==> config.mk <==
export PLATFORM = sky130hd
export DESIGN_NAME = jcr_intc
export DESIGN_NICKNAME = d
export VERILOG_FILES = /design/src/rtl/jcr_intc.sv
export SDC_FILE = /design/constraint.sdc
export NUM_CORES = 1
export LEC_CHECK = 0
export CORE_AREA = 2 2 85 87
export CTS_CLUSTER_DIAMETER = 50
export CTS_CLUSTER_SIZE = 14
export DETAILED_ROUTE_END_ITERATION = 10
export DIE_AREA = 0 0 87 89
export DONT_BUFFER_PORTS = 1
export GPL_ROUTABILITY_DRIVEN = 0
export GPL_TIMING_DRIVEN = 1
export PLACE_DENSITY = 0.55
export SYNTH_ARGS = -nofsm -noshare
export SYNTH_HDL_FRONTEND = slang
export SYNTH_SLANG_ARGS = --single-unit
==> constraint.sdc <==
create_clock -name clock -period 5.65 [get_ports clock]
set_clock_uncertainty 0.1 [all_clocks]
set_input_delay 0 -clock clock [delete_from_list [all_inputs] [get_ports clock]]
set_output_delay 0 -clock clock [all_outputs]
set_load 0.01 [all_outputs]
==> src/rtl/jcr_intc.sv <==
// jcr_intc - interrupt controller for the jacaranda-8 core.
//
// Up to NSRC peripheral lines share the core's single interrupt input.
// Rising edges are latched into PEND. The lowest-index bit of (PEND & MASK)
// wins and is issued as a one-cycle int_req with a vector address. No new
// request is issued until int_ret reports the handler's return.
//
// Optional build macro: JCR_INTC_SYNC_EN
//   defined   - each irq_src bit passes through a 2-flop synchronizer before
//               edge detection (adds 2 cycles of latency)
//   undefined - irq_src must already be synchronous to clock
//
// Ports:
//   clock, reset       system clock; asynchronous active-high reset
//   irq_src[NSRC]      peripheral interrupt lines, rising edge requests service
//   int_ret            one-cycle pulse when the core executes ret
//   reg_we/addr/wdata  register write port
//   reg_rdata          combinational read data for reg_addr
//                        0 MASK, 1 PEND (W1C), 2 CTRL/STAT, 3 VEC_BASE
//   int_req            registered one-cycle request pulse
//   int_vec            registered handler address
//   int_en             bit0 = GIE, other bits 0
module jcr_intc #(
    parameter int         NSRC            = 8,
    parameter int         VEC_STRIDE_LOG2 = 2,
    parameter logic [7:0] VEC_BASE_RST    = 8'h80
) (
    input  logic            clock,
    input  logic            reset,
    input  logic [NSRC-1:0] irq_src,
    input  logic            int_ret,
    input  logic            reg_we,
    input  logic [1:0]      reg_addr,
    input  logic [7:0]      reg_wdata,
    output logic [7:0]      reg_rdata,
    output logic            int_req,
    output logic [7:0]      int_vec,
    output logic [7:0]      int_en
);

    typedef enum logic [1:0] {IDLE, REQ, SERVICE} state_t;

    state_t          state, state_d;
    logic [NSRC-1:0] src_s, prev, rise;
    logic [NSRC-1:0] pend, pend_d, mask, hit, win_oh;
    logic [NSRC-1:0] act_oh, act_oh_d;
    logic [2:0]      act_idx, act_idx_d, win;
    logic [7:0]      vec_base, vec_d;
    logic            gie, req_d;
    logic            wr_mask, wr_pend, wr_ctrl, wr_vbase;
    logic [7:0]      mask8, pend8;

`ifdef JCR_INTC_SYNC_EN
    logic [NSRC-1:0] sync1, sync2;

    always_ff @(posedge clock or posedge reset) begin
        if (reset) begin
            sync1 <= '0;
            sync2 <= '0;
        end else begin
            sync1 <= irq_src;
            sync2 <= sync1;
        end
    end

    assign src_s = sync2;
`else
    assign src_s = irq_src;
`endif

    assign rise     = src_s & ~prev;
    assign hit      = pend & mask;
    // isolate the lowest set bit: the fixed-priority winner as a one-hot
    assign win_oh   = hit & (~hit + 1'b1);

    assign wr_mask  = reg_we && (reg_addr == 2'd0);
    assign wr_pend  = reg_we && (reg_addr == 2'd1);
    assign wr_ctrl  = reg_we && (reg_addr == 2'd2);
    assign wr_vbase = reg_we && (reg_addr == 2'd3);

    always_comb begin
        win = '0;
        for (int i = NSRC - 1; i >= 0; i--)
            if (hit[i]) win = 3'(i);
    end

    always_comb begin
        state_d   = state;
        pend_d    = pend;
        req_d     = 1'b0;
        vec_d     = int_vec;
        act_idx_d = act_idx;
        act_oh_d  = act_oh;

        if (wr_pend) pend_d = pend_d & ~reg_wdata[NSRC-1:0];

        case (state)
            IDLE: begin
                if (gie && (|hit)) begin
                    state_d   = REQ;
                    req_d     = 1'b1;
                    vec_d     = vec_base + (8'(win) << VEC_STRIDE_LOG2);
                    act_idx_d = win;
                    act_oh_d  = win_oh;
                    pend_d    = pend_d & ~win_oh;
                end
            end
            REQ: begin
                // GIE dropped while the request is on the wire: the core will
                // not take it, so hand the source back to PEND.
                if (wr_ctrl && !reg_wdata[0]) begin
                    state_d = IDLE;
                    pend_d  = pend_d | act_oh;
                end else begin
                    state_d = SERVICE;
                end
            end
            SERVICE: begin
                if (int_ret) state_d = IDLE;
            end
            default: state_d = IDLE;
        endcase

        // a fresh edge always wins over any clear in the same cycle
        pend_d = pend_d | rise;
    end

    always_ff @(posedge clock or posedge reset) begin
        if (reset) begin
            state    <= IDLE;
            prev     <= '0;
            pend     <= '0;
            mask     <= '0;
            gie      <= 1'b0;
            vec_base <= VEC_BASE_RST;
            int_req  <= 1'b0;
            int_vec  <= 8'h00;
            act_idx  <= '0;
            act_oh   <= '0;
        end else begin
            state    <= state_d;
            prev     <= src_s;
            pend     <= pend_d;
            int_req  <= req_d;
            int_vec  <= vec_d;
            act_idx  <= act_idx_d;
            act_oh   <= act_oh_d;
            if (wr_mask)  mask     <= reg_wdata[NSRC-1:0];
            if (wr_ctrl)  gie      <= reg_wdata[0];
            if (wr_vbase) vec_base <= reg_wdata;
        end
    end

    always_comb begin
        mask8 = '0;
        pend8 = '0;
        for (int i = 0; i < NSRC; i++) begin
            mask8[i] = mask[i];
            pend8[i] = pend[i];
        end
    end

    always_comb begin
        reg_rdata = 8'h00;
        case (reg_addr)
            2'd0: reg_rdata = mask8;
            2'd1: reg_rdata = pend8;
            2'd2: reg_rdata = {state == SERVICE, act_idx, 3'b000, gie};
            2'd3: reg_rdata = vec_base;
            default: reg_rdata = 8'h00;
        endcase
    end

    assign int_en = {7'b0, gie};

endmodule
# After elaboration in Yosys (flattened, before gate mapping)
# Cells that the tools add are included.
[totals]
regBits = 55
inputBits = 22
wordCells = 61
[op_classes]
n_addsub = 2
eq_ne = 7
muxes = 19
bitwise_logic = 11
n_reduce_logical = 12
[op_table]
columns = ["operator", "n"]
rows = [
  ["$and 8x8->8", 5],
  ["$not 8->8", 4],
  ["$pmux 8 s4", 1],
  ["$mux 3", 8],
  ["$mux 8", 3],
  ["$or 8x8->8", 2],
  ["$pmux 8 s2", 1],
  ["$add 8x1->8 const B", 1],
  ["$add 8x5->8", 1],
  ["$reduce_or 8->1", 1],
  ["$eq 2x2->1 const B", 3],
  ["$logic_and 1x1->1", 6],
  ["$mux 2", 3],
  ["$pmux 2 s3", 1],
  ["$eq 2x1->1 const B", 2],
  ["$logic_not 2->1", 2],
  ["$ne 2x2->1 const B", 2],
  ["$reduce_and 2->1", 2],
  ["$mux 1", 2],
  ["$logic_not 1->1", 1],
]

# Depth between registers and ports, before layout
# Gate-level depths: netlist (run 1).
[logic_depth]
word_depth = 10
mapped_depth = 10
ltp_nobuf = 10

# Worst setup path after synthesis (run 1)
# No wires, ideal clock.
[synth_path]
kind = "reg2reg"
startpoint = "register pend[4]"
endpoint = "register int_vec[6]"
setup_ps = 76
arrival_time_ps = 1838
path_slack_ps = 3635
path_stages_with_launch = 11
synth_period_minus_slack_ps = 2015
cell_sequence = "dfrtp_1 > nand2_1 > nand3_1 > a31oi_1 > ha_1 > inv_1 > fa_1 > nor2b_1 > o21ai_0 > xor2_1 > o21ai_1"
[synth_between]
elab_chain_len = 7
word_cells_on_any_way = 10
[synth_rtl]
columns = ["element", "line_no", "source"]
rows = [
  ["start, declared", "45", "logic [NSRC-1:0] pend, pend_d, mask, hit, win_oh;"],
  ["start signal, assigned", "143", "pend <= pend_d;"],
  ["$and 8x8->8", "72", "assign hit = pend & mask;"],
  ["$mux 3 (5 in series)", "84", "if (hit[i]) win = 3'(i);"],
  ["net win[0]", "47", "logic [2:0] act_idx, act_idx_d, win;"],
  ["$add 8x5->8", "102", "vec_d = vec_base + (8'(win) << VEC_STRIDE_LOG2);"],
  ["end signal, assigned", "145", "int_vec <= vec_d;"],
  ["end, declared", "37", "output logic [7:0] int_vec,"],
]
# The timed path passes the listed nets, and every way through them passes these cells.
# A chain may end at the register's enable or synchronous reset.

# Worst setup path after layout (run 1)
# Same ends and word-level chain as after synthesis.

==> summary.md, run 1 <==
| Metric | Value |
|---|---|
| CP endpoint kind | `flip-flop` |
| Initial drt markers | `45` |
| Slowest stage cell, crit path | `dfrtp_1` |
| Final cycle utilization of the critical path | `42.7%` |
| Vias in the first global route | `1770` |
| Slew Viols, Final | `0` |
| Min-delay worst type | `in2out` |
| Main flop type after synthesis | `dfrtp_1` |
| CTS Buf Count | `5` |
| DP HPWL | `4180 µm` |
| Crit path kind | `reg2reg` |
| Die height | `89 µm` |
| Ys async rst share | `100%` |
| Largest family of logic cells by synthesized area | `multiplexers` |
| Multiplexer share of the synthesized area | `15.0%` |
| Required time worst endpoint | `5.79 ns` |
| Post-Syn Instances | `228` |
| Ant. Diodes | `0` |
| Synth Warn # | `0` |
| First-pass GRT wire length | `9350 µm` |
| XOR/XNOR share of the synthesized area | `1.33%` |
| Outcome | `completed` |
| Worst-margin pin slew | `0.704 ns` |
| GRT overflow | `0` |
| Final WL | `5880 µm` |
| Cell variety after synth | `43` |
| Clk slew on worst S/H paths | `0.09 ns` |
| Crit path cell chain | `nand2_1, nand4_1, a31oi_1, ha_1, inv_1, fa_1, nor2b_1, o21ai_0, xor2_1, o21ai_1` |
| Routed vias | `1760` |
| Drc violations | `0` |
| Core area | `0.00672 mm²` |
| Final number of setup-violating endpoints | `0` |
| Post-synthesis area per instance | `11.6 µm²` |
| Final Hold Fails | `0` |
| Sum Neg Setup Slack | `0 ns` |
| Layout cells sized above 1 | `15.7%` |
| CP peak stage delay | `0.44 ns` |
| Hold slack | `0.0659 ns` |
| CP Max Fanout | `5` |
| Post-synthesis sequential area ratio | `52.3%` |
| RSZ-0062 raised after global routing | `false` |
| Highest routed layer | `met4` |
| Via-per-instance ratio | `5.27` |
| Clock buffer depth | `2` |
| Nets | `279` |
| EDFF count, synth | `0` |
| Adder-cell share of the synthesized area | `2.19%` |
| Largest net degree at the start of global routing | `56` |
| Die width | `87 µm` |
| R2R setup slack | `3.24 ns` |
| Wirelength per Cell | `17.6 µm` |
| Number of top-level pins | `47` |
| CTS sink cnt | `55` |
| Slew HR | `53.1%` |
| Met2 WL | `2720 µm` |
| H-tree depth | `2` |
| Cell Pwr Density | `398 mW/mm²` |
| Peak supply drop | `0.000125 V` |
| Simple-gate area share of the yosys netlist | `10.5%` |
| Fmax | `0.415 GHz` |
| Die ar. | `0.00774 mm²` |
| Worst skew pair latency | `0.31 ns` |
| Max-Cap Viols | `0` |
| Port Buf Inserts | `0` |
| Number of routed nets with antenna violations | `0` |
| Leakage | `1.41 nW` |
| Total GRT Usage | `16.2%` |
| Fillers | `637` |
| CTS tree | `done` |
| Wire length on met1 | `2830 µm` |
| Row cnt | `30` |
| CP Data Arrival Time | `2.55 ns` |
| Compound-Gate Fraction of Synth Area | `12.1%` |
| Clock root cell | `clkbuf_8` |
| Initial Util | `39.2%` |
| Synth Cell Area | `0.00263 mm²` |
| Met3 wire len | `254 µm` |
| Initial antenna violation count | `0` |
| Post-CTS Resized | `0` |
| Min cycle time layout | `2.41 ns` |
| Area Growth Syn to Fin | `14.4%` |
| Yosys reg bits | `55` |
| First-pass iteration count of the detailed router | `4` |
| Post-CTS setup buffer count | `0` |
| Startpoint types | `flip-flop` |
## final timing paths
path | endpoint | cells after the start | start
min in group asynchronous | prev[7] | 3 | reset
worst min-delay path | reg_rdata[1] | 1 | reg_addr[1]
worst max-delay path | int_vec[6] | 10 | pend[4]
worst min register to register | pend[5] | 1 | prev[5]
max in group asynchronous | mask[1] | 3 | reset
worst max register to register | int_vec[6] | 10 | pend[4]
## where the power goes
part | internal [mW] | switching [mW]
clock | 0.112 | 0.121
combinational | 0.181 | 0.182
sequential | 0.500 | 0.104
total | 0.793 | 0.407
## synth_stat cells, types with 2 or more instances
cell type,instances,area [µm²]
a21o_1,8,60.1
a21oi_1,4,20.0
a22oi_1,11,82.6
buf_4,9,67.6
buf_6,3,33.8
clkbuf_1,3,11.3
dfrtp_1,54,1350
ha_1,3,37.5
inv_1,13,48.8
mux2_2,17,191
mux2_4,4,60.1
mux2i_1,3,30.0
mux4_2,5,113
nand2_1,23,86.3
nand2b_1,2,12.5
nand3_1,8,40.0
nor2_1,8,30.0
nor2b_1,3,18.8
nor3_1,3,15.0
o21ai_0,7,35.0
o21ai_1,6,30.0
o22ai_1,8,50.1
xnor2_1,2,17.5
xor2_1,2,17.5
## cell families (layout without fill, tap and decap cells)
family,after synthesis,after routing
xor gates and xnor gates,4,4
AOI/OAI and AO/OA,49,49
and+or+nand+nor,56,56
other,1,7
adders and majority gates,4,4
muxes,29,29
buffers and inverters,30,50
DFF,55,55
## cell usage in the layout (no fill, tap or decap), types with 8 or more instances in the layout
cell type	count
nand2_1	23
a21o_1	8
nor2_1	8
a22oi_1	11
nand3_1	8
inv_1	12
o22ai_1	8
dlygate4sd3_1	26
dfrtp_1	54
mux2_2	17
## per-layer routing
layer	track usage [%]	up-vias
met5	0	-
met4	4.83	0
met3	4.62	8
met2	25.5	45
met1	21.9	866
li1	-	841
## cell type report
class / instances / area (µm²) / share of cell area (%)
clock buffers: 8 / 100 / 3.32
inverters: 14 / 52.6 / 1.74
multi-input cells: 149 / 1110 / 36.8
flip-flops and latches: 55 / 1380 / 45.7
well taps: 80 / 100 / 3.32
repair buffers: 28 / 275 / 9.13
## critical path, delay by kind of cell (launching register included)
kind / cells / cell delay [ns]
buffers and inverters: 1 / 0.06
XOR/XNOR: 1 / 0.16
adder cells (fa/ha/maj): 2 / 0.64
AO/OA/AOI/OAI: 3 / 0.54
flip-flops: 1 / 0.44
AND/OR/NAND/NOR: 3 / 0.40
## per-stage QoR
stage                     util, %  power, mW  worst slack (ns)  cell area [µm²]  std cells
after floorplan                 -      0.889              3.64             2660        234
after global placement       39.5      0.944              3.29             2650        300
after detailed placement     39.5      0.956              3.26             2650        300
after CTS                    44.9       1.22              3.25             3010        334
after global routing         44.9       1.29              3.03             3010        334
final                        44.9       1.20              3.24             3010        334
## state kept, by name, indices dropped and copies added (netlist names)
name      cells
pend          8
act_idx       3
prev          8
vec_base      8
int_vec       8
int_req       1
mask          8
gie           1
act_oh        8
state         2
## repair_timing
item                                    in CTS  in global routing
endpoints found under the setup margin       0                  0
hold buffers                                26                  0
endpoints found under the hold margin       88                  0
(Power assumes the default switching activity.)
==> run 2, diff against run 1 <==
clock period = 2.4 ns   (was 5.65 ns; I/O delays follow)
==> run 2 against run 1 <==
Die area is the same. Hold slack lost 0.00083 ns. Core utilization grew 1.8 points. Non-clock buffer count grew 7. Critical endpoint is now pend[5]. Clock power grew to 3.0 times the previous value. Count of clock-buffer cells in the layout shrank 2. Final area grew 3.9%. Flip-flop and latch count is the same. Critical path depth shrank 5. Cell count grew 2.1%. First-iteration DRC count grew 120%. Sequential share of layout area shrank 1.7 points.
==> summary.md, run 2 (synthesis gave the netlist of run 1 again) <==
| Metric | Value |
|---|---|
| Outcome | `completed (unchanged)` |
| Hold_sp | `reg_addr[1] (unchanged)` |
| Worst skew pair latency | `0.31 ns (about the same)` |
| Largest net degree at the start of global routing | `56 (unchanged)` |
| Required time worst endpoint | `2.54 ns (was 5.79 ns)` |
| Peak supply drop | `0.000369 V (was 0.000125 V)` |
| Initial Util | `39.2% (unchanged)` |
| Ant. Diodes | `0 (unchanged)` |
| CP delay by family, top | `simple AND/OR/NAND/NOR gates (was adder cells)` |
| Crit path kind | `reg2reg (unchanged)` |
| Hold slack | `0.0651 ns (was 0.0659 ns)` |
| CP Data Arrival Time | `2.31 ns (was 2.55 ns)` |
| Min-delay worst type | `in2out (unchanged)` |
| Min-Delay Endpoint | `reg_rdata[2] (was reg_rdata[1])` |
| Most common cell after layout, fill and taps aside | `dfrtp_1 (unchanged)` |
| Layout Cells excl Fill | `341 (was 334)` |
| Pre-CTS setup slack | `0.124 ns (was 3.26 ns)` |
| First-pass GRT wire length | `9670 µm (was 9350 µm)` |
| Fillers | `626 (was 637)` |
| Highest routed layer | `met4 (unchanged)` |
| Die width | `87 µm (unchanged)` |
| H-tree depth | `2 (unchanged)` |
| Met2 WL | `2800 µm (was 2720 µm)` |
| Clock root cell | `clkbuf_8 (unchanged)` |
| Number of top-level pins | `47 (unchanged)` |
| Slowest stage cell, crit path | `dlygate4sd3_1 (was dfrtp_1)` |
| Final Hold Fails | `0 (unchanged)` |
| R2R setup slack | `0.23 ns (was 3.24 ns)` |
| Cell Pwr Density | `979 mW/mm² (was 398 mW/mm²)` |
| Worst r2r dst | `pend[5] (was int_vec[6])` |
| Area Growth Syn to Fin | `18.9% (was 14.4%)` |
| CTS sink cnt | `55 (unchanged)` |
| Slew Viols, Final | `0 (unchanged)` |
| WP buf/inv | `1 (unchanged)` |
| DP HPWL | `4110 µm (was 4180 µm)` |
| Initial drt markers | `98 (was 45)` |
| Critical R2R Launch | `state[1] (was pend[4])` |
| Max-Cap Viols | `0 (unchanged)` |
| Final number of setup-violating endpoints | `0 (unchanged)` |
| CTS tree | `done (unchanged)` |
| Slew HR | `56.6% (was 53.1%)` |
| Number of routed nets with antenna violations | `0 (unchanged)` |
| GRT overflow | `0 (unchanged)` |
| Most frequent cells in the layout | `53 x dfrtp_1, 25 x dlygate4sd3_1, 21 x nand2_1, 17 x mux2_2, 12 x inv_1 (was 54 x dfrtp_1, 26 x dlygate4sd3_1, 23 x nand2_1, 17 x mux2_2, 12 x inv_1)` |
| Nets | `286 (was 279)` |
| Via-per-instance ratio | `5.33 (was 5.27)` |
| Min cycle time layout | `2.17 ns (was 2.41 ns)` |
| Final WL | `5870 µm (was 5880 µm)` |
| Startpoint types | `flip-flop (unchanged)` |
| Met3 wire len | `375 µm (was 254 µm)` |
| Fmax | `0.461 GHz (was 0.415 GHz)` |
| Wire length on met1 | `2650 µm (was 2830 µm)` |
| Placed insts | `305 (was 300)` |
| Post-layout util | `46.6% (was 44.9%)` |
| Multi-input gate area | `0.00113 mm² (was 0.00111 mm²)` |
| Crit path cell chain | `nand2b_1, nor3_2, a22oi_1, dlygate4sd3_1, o22ai_1 (was nand2_1, nand4_1, a31oi_1, ha_1, inv_1, fa_1, nor2b_1, o21ai_0, xor2_1, o21ai_1)` |
| Clock buffer depth | `2 (unchanged)` |
| Routed vias | `1817 (was 1760)` |
| Die ar. | `0.00774 mm² (unchanged)` |
| Sum Neg Setup Slack | `0 ns (unchanged)` |
| Port Buf Inserts | `0 (unchanged)` |
| Leakage | `1.46 nW (was 1.41 nW)` |
| Worst-margin pin slew | `0.647 ns (was 0.704 ns)` |
| Vias in the first global route | `1882 (was 1770)` |
| CP endpoint kind | `flip-flop (unchanged)` |
| Clk slew on worst S/H paths | `0.09 ns (about the same)` |
| Initial antenna violation count | `0 (unchanged)` |
| Die height | `89 µm (unchanged)` |
| Drc violations | `0 (unchanged)` |
| Hold Path Stages | `1 (unchanged)` |
| CP peak stage delay | `0.60 ns (was 0.44 ns)` |
| First-pass iteration count of the detailed router | `4 (unchanged)` |
| CTS Buf Count | `5 (unchanged)` |
| Layout cells sized above 1 | `21.1% (was 15.7%)` |
| Worst reg-to-reg path cell count | `5 (was 10)` |
| RSZ-0062 raised after global routing | `false (unchanged)` |
| Wirelength per Cell | `17.2 µm (was 17.6 µm)` |
| CP Max Fanout | `7 (was 5)` |
| Total GRT Usage | `16.6% (was 16.2%)` |
| Sequential cell area | `0.00138 mm² (about the same)` |
| Row cnt | `30 (unchanged)` |
| Core area | `0.00672 mm² (unchanged)` |
| Final cycle utilization of the critical path | `90.4% (was 42.7%)` |
| Setup ws final | `0.231 ns (was 3.24 ns)` |
run 2: cell count changes in the layout (fill, tap and decap cells not counted), sizes merged:
cell / before / now
bufinv: 0 / 2
clkbuf: 8 / 6
buf: 2 / 10
dlygate4sd3: 26 / 25
run 2: power by group:
group | switching (mW) | internal [mW]
Clock | 0.293 | 0.417
Sequential | 0.241 | 1.18
Combinational | 0.445 | 0.492
run 2: layout make-up:
cell class                      instances  area share (%)
Timing Repair Buffer                   35            10.8
Clock buffer                            6            2.32
Multi-Input combinational cell        149            36.1
Sequential cell                        55            44.0
Clock inverter                          2            1.92
Tap cell                               80            3.20
Inverter                               14            1.68
run 2: repair_timing:
action,CTS,global route
gates resized for setup,0,7
hold endpoints to repair,89,0
endpoints found under the setup margin,0,3
hold buffers,25,0
buffers inserted,0,3
run 2: stage by stage:
stage	area [µm²]	total power, mW
6_report	3130	3.07
5_1_grt	3130	3.29
2_1_floorplan	2660	2.09
3_5_place_dp	2700	2.29
3_3_place_gp	2700	2.28
4_1_cts	3090	3.07
run 2: worst max path at each step:
| stage | from | endpoint | slack, ns | cells after the start |
|---|---|---|---|---|
| detailed placement | pend[4] | int_vec[6] | 0.12 | 10 |
| global route | mask[4] | int_vec[6] | 0.01 | 10 |
| finish | state[1] | pend[5] | 0.23 | 5 |
| floorplan | pend[4] | int_vec[6] | 0.39 | 10 |
| CTS | pend[4] | int_vec[6] | 0.09 | 10 |
| global placement | pend[4] | int_vec[6] | 0.16 | 10 |
run 2: per-layer routing:
metal | up-vias | track usage, %
met1 | 893 | 21.9
li1 | 862 | -
met4 | 0 | 4.55
met2 | 55 | 26.6
met5 | - | 0
met3 | 7 | 5.08
